File: src/rtl/mux_sync_launcher.sv
// Source-side launcher for a mux-recirculation CDC synchronizer.
// Accepts words on a valid/ready handshake and presents them as a registered
// data bus qualified by en, held long enough for the destination to capture.
// USE_ACK = 0: open-loop IDLE -> HOLD -> GAP -> IDLE timing.
// USE_ACK = 1: 4-phase handshake IDLE -> REQ -> RELEASE -> IDLE on ack.
//
// Ports:
//   clka      source clock
//   rstn      asynchronous active-low reset
//   in_valid  upstream word valid
//   in_ready  block can accept (decoded from state, IDLE only)
//   in_data   upstream word
//   ack       asynchronous ack level from destination (closed-loop only)
//   en        registered qualifier to destination synchronizer
//   data      registered data to destination synchronizer
//   done      one-cycle pulse when a transfer completes
module mux_sync_launcher #(
    parameter int unsigned DW          = 8,
    parameter int unsigned HOLD        = 12,
    parameter int unsigned GAP         = 6,
    parameter bit          USE_ACK     = 1'b0,
    parameter int unsigned SYNC_STAGES = 2
) (
    input  logic          clka,
    input  logic          rstn,
    input  logic          in_valid,
    output logic          in_ready,
    input  logic [DW-1:0] in_data,
    input  logic          ack,
    output logic          en,
    output logic [DW-1:0] data,
    output logic          done
);

    localparam int unsigned CNT_MAX = (HOLD > GAP) ? HOLD : GAP;
    localparam int unsigned CW      = (CNT_MAX > 1) ? $clog2(CNT_MAX) : 1;

    typedef enum logic [2:0] {
        S_IDLE,
        S_HOLD,
        S_GAP,
        S_REQ,
        S_RELEASE
    } state_t;

    state_t                 state;
    logic [CW-1:0]          cnt;
    logic [SYNC_STAGES-1:0] ack_sync;
    logic                   ack_s;

    // ack synchronizer; ack_s is ack after SYNC_STAGES flops
    always_ff @(posedge clka or negedge rstn) begin
        if (!rstn) begin
            ack_sync <= '0;
        end else begin
            ack_sync <= {ack_sync[SYNC_STAGES-2:0], ack};
        end
    end

    assign ack_s    = ack_sync[SYNC_STAGES-1];
    assign in_ready = (state == S_IDLE);

    // Transfer FSM; en, data and done are all registered here
    always_ff @(posedge clka or negedge rstn) begin
        if (!rstn) begin
            state <= S_IDLE;
            cnt   <= '0;
            en    <= 1'b0;
            data  <= '0;
            done  <= 1'b0;
        end else begin
            done <= 1'b0;
            case (state)
                S_IDLE: begin
                    if (in_valid) begin
                        data <= in_data;
                        en   <= 1'b1;
                        if (USE_ACK) begin
                            state <= S_REQ;
                        end else begin
                            state <= S_HOLD;
                            cnt   <= CW'(HOLD - 1);
                        end
                    end
                end
                S_HOLD: begin
                    if (cnt == '0) begin
                        en    <= 1'b0;
                        state <= S_GAP;
                        cnt   <= CW'(GAP - 1);
                    end else begin
                        cnt <= cnt - CW'(1);
                    end
                end
                S_GAP: begin
                    if (cnt == '0) begin
                        state <= S_IDLE;
                        done  <= 1'b1;
                    end else begin
                        cnt <= cnt - CW'(1);
                    end
                end
                S_REQ: begin
                    if (ack_s) begin
                        en    <= 1'b0;
                        state <= S_RELEASE;
                    end
                end
                S_RELEASE: begin
                    if (!ack_s) begin
                        state <= S_IDLE;
                        done  <= 1'b1;
                    end
                end
                default: begin
                    en    <= 1'b0;
                    state <= S_IDLE;
                end
            endcase
        end
    end

endmodule

File: config.mk
export PLATFORM = sky130hd
export DESIGN_NAME = mux_sync_launcher
export DESIGN_NICKNAME = d
export VERILOG_FILES = /design/src/rtl/mux_sync_launcher.sv
export SDC_FILE = /design/constraint.sdc
export NUM_CORES = 1
export LEC_CHECK = 0
export CAP_MARGIN = 20
export CORE_MARGIN = 4
export CORE_UTILIZATION = 54
export CTS_BUF_LIST = sky130_fd_sc_hd__clkbuf_8
export DETAILED_ROUTE_END_ITERATION = 10
export HOLD_SLACK_MARGIN = 0.12
export PLACE_DENSITY = 0.83
export SLEW_MARGIN = 30
export SYNTH_ARGS = -nofsm -noshare
export SYNTH_HDL_FRONTEND = slang
export SYNTH_SLANG_ARGS = --single-unit
export TNS_END_PERCENT = 30
File: constraint.sdc
create_clock -name clka -period 4.8 [get_ports clka]
set_input_delay 0.48 -clock clka [delete_from_list [all_inputs] [get_ports clka]]
set_output_delay 0.48 -clock clka [all_outputs]
set_load 0.05 [all_outputs]
==> summary.md <==
| Metric | Value |
|---|---|
| Synth async-reset ratio | 100% |
| CP max stage cell | clkdlybuf4s50_1 |
| Max FO, Critical Path | 16 |
| Setup tns final | 0 ns |
| CP endpoint kind | primary output |
| # setup viols final | 0 |
| Syn nets | between 100 and 150 |
| Effective utilization at floorplan | between 50% and 60% |
| Largest net degree at the start of global routing | 20 |
| CORE AREA | about 1700 sq um |
| Max Freq | just over 400 MHz |
| Synth-to-Final Area Change | 25.1% |
| Seq pwr share | about a third |
| Pleak | just under 0.5 nW |
| DIE WIDTH | 50.8 um |
| Avg Vias per Cell | approximately 5.5 |
| Worst path cell trace | nor3_1 > clkdlybuf4s50_1 |
| Insertion delay to the later sink of the worst-skew pair | around 0.26 ns |
| CTS root buffer | clkbuf_8 |
| Post-synth top flop | dfrtp_1 |
| Clock share of power | 12.1% |
| Top Usage Layer GRT | met2 |
| Sw power | around 0.44 mW |
| Worst path top cell family by delay | buffers and inverters |
| Worst Hold Class | reg2reg |
| Total grt overflow | 0 |
| Post-CTS Setup Repair Bufs | 0 |
| Clock Skews | between 0.007 and 0.008 ns |
| Antenna violations before repair | 0 |
| Number of DRC markers in iteration 0 | 15 |
| GRT Resource Usage Total | about 18% |
| First-pass GRT wire length | roughly 3400 um |
| # hold bufs at CTS | 0 |
| Pre-antenna DRT Iters | 6 |
| DR vias | 745 |
| Crit path kind | reg2out |
| Final instance area | ~1200 sq um |
| DP Area | ~1200 sq um |
| Vias in the first global route | 742 |
| Layout fillers | about 140 |
| Outcome | finished, final reports clean |
| Share of cells above drive strength 1 | around 15% |
| Post-synth EDFFs | 0 |
| DR WL/cell | approximately 15 um |
| Ys Warns | 0 |
| P_int | slightly above 0.5 mW |
| Slew Viols, Final | 0 |
| Number of buffers created by CTS | 3 |
| Sequential cell area | 475 sq um |
| Critical Path RT | approximately 4.3 ns |
| Most frequent cells in the layout | clkdlybuf4s50_1, dfrtp_1, mux2_2 |
| Commonest non-fill, non-tap cell in the layout | clkdlybuf4s50_1 |
| Startpoint Class | flip-flop |
| Final ANT Viol Nets | 0 |
| Final Cycle Share | between 50% and 60% |
| Met1 usage | 24.0% |
| Minimum clock period | between 2 and 2.5 ns |
| Peak VDD IR | around 0.56 mV |
| Ports | 23 |
| Htree depth | 1 |
| CP Buf/Inv Count | 1 |
| Max-Cap Viols | 0 |
| CTS tree | built |
| Grt met3 use | under 10% |
| Slew HR | 44.8% |
| Cell area after synthesis | roughly 990 sq um |
| GPL Wtd Cong | ~0.8 |
| # diodes | 0 |
| Slowest stage delay, CP | ~0.86 ns |
| Number of remaining DRC errors | 0 |
| Final Hold Viols | 0 |
| Worst-margin pin slew | about 0.83 ns |
| PwrDens | between 700 and 800 nW/um^2 |
| Cell Rows | 15 |
| RSZ-0062 raised after global routing | false |
| Area of the multi-input gates | between 400 and 500 sq um |
| Synth cell types | 34 |
| Logic pwr share | a little under three fifths |
| Seq cells post-synth | 19 |
| Worst Path Arrival | around 2 ns |
| Clock-pin slew of the registers on the worst-case setup and hold paths | 0.08 ns |
| Die height | slightly above 50 um |
| Die area | ~2600 sq um |
| Sequential fraction of the synthesis area | 48.2% |
| Cell count after synthesis | 90 |
| Clock Sinks | 19 |
| Cts repair resizes | 0 |
| Routed WL | ~2000 um |
| Switch share | approximately 46% |
| Clock Path Buffers | 2 |
| Final HPWL DP | ~1400 um |
| Final #Nets | approximately 120 |
| Port buffer count | 22 |
| Synthesized area per cell | approximately 11 sq um |
| Met2 usage | between 20% and 30% |
synthesized netlist by cell type, drive strengths merged, types with 3 or more instances:
library cell | n | area, sq um
a21oi | 3 | 15.0
mux2 | 8 | 90.1
dfrtp | 19 | 475
nor2 | 6 | 22.5
a22oi | 3 | 22.5
a211oi | 3 | 32.5
nor3 | 4 | 20.0
inv | 5 | 18.8
buf | 5 | 46.3
nand2 | 6 | 22.5
cell type report:
cell class / count / area share, %
Timing Repair Buffer: 22 / 17.8
Tap cell: 25 / 2.53
Inverter: 5 / 1.52
Sequential cell: 19 / 38.5
Clock buffer: 3 / 3.34
Clock inverter: 1 / 0.405
Multi-Input combinational cell: 60 / 35.9
power by group through the flow:
stage / clock (mW) / sequential, mW / combinational, mW
floorplan: 0 / 0.415 / 0.286
global placement: 0 / 0.304 / 0.512
detailed placement: 0 / 0.312 / 0.523
CTS: 0.113 / 0.309 / 0.524
global route: 0.121 / 0.327 / 0.560
finish: 0.114 / 0.310 / 0.522
layer usage:
| metal | routed length [um] | vias up | part of all wire (%) |
|---|---|---|---|
| li1 | - | 363 | - |
| met1 | 921 | 360 | 47 |
| met2 | 939 | 20 | 47 |
| met3 | 109 | 2 | 5.5 |
| met4 | 10 | 0 | 0.51 |
| met5 | 0 | - | 0 |
path summary, 6_finish.rpt:
| kind | endpoint | cells after the start | slack, ns | from |
|---|---|---|---|---|
| max | in_ready | 2 | 2.33 | state[0]$_DFFE_PN0P_ |
| max reg2reg | cnt[3]$_DFFE_PN0P_ | 5 | 2.92 | cnt[0]$_DFFE_PN0P_ |
| max in group asynchronous | state[1]$_DFFE_PN0P_ | 1 | 3.59 | rstn |
| min | ack_sync[1]$_DFF_PN0_ | 0 | 0.36 | ack_sync[0]$_DFF_PN0_ |
| min in group asynchronous | done$_DFF_PN0_ | 1 | 0.69 | rstn |
| min reg2reg | ack_sync[1]$_DFF_PN0_ | 0 | 0.36 | ack_sync[0]$_DFF_PN0_ |
worst reg2reg max path, cell delays in order (launching register included):
cell and delay (ns):
dfrtp_1 0.46, inv_1 0.09, ha_1 0.22, or3b_1 0.53, a22o_4 0.29, a211oi_2 0.22
flip-flops by register name, summed over array words and instances, names as in the netlist:
| register | flops |
|---|---|
| cnt | 4 |
| state | 3 |
| en | 1 |
| data | 8 |
| ack_sync | 2 |
| done | 1 |
logic make-up (layout without fill, tap and decap cells):
family | after synthesis | after routing | share of synthesized area, %
AOI/OAI and AO/OA | 22 | 22 | 18.3
buffers and inverters | 11 | 31 | 6.97
DFF | 19 | 19 | 48.2
adders and majority gates | 1 | 1 | 1.27
and+or+nand+nor | 27 | 27 | 14.4
muxes | 8 | 8 | 9.13
xor gates and xnor gates | 2 | 2 | 1.77
through the flow:
stage,hold slack (ns),setup WS (ns),util (%),total power [mW],instances
after floorplan,0.184,2.32,-,0.701,90
after global placement,0.332,2.68,68.8,0.816,131
after detailed placement,0.340,2.63,68.8,0.835,131
after CTS,0.357,2.35,71.5,0.945,135
after global routing,0.361,2.24,71.5,1.01,135
final,0.356,2.33,71.5,0.946,135
(Power assumes the default switching activity.)
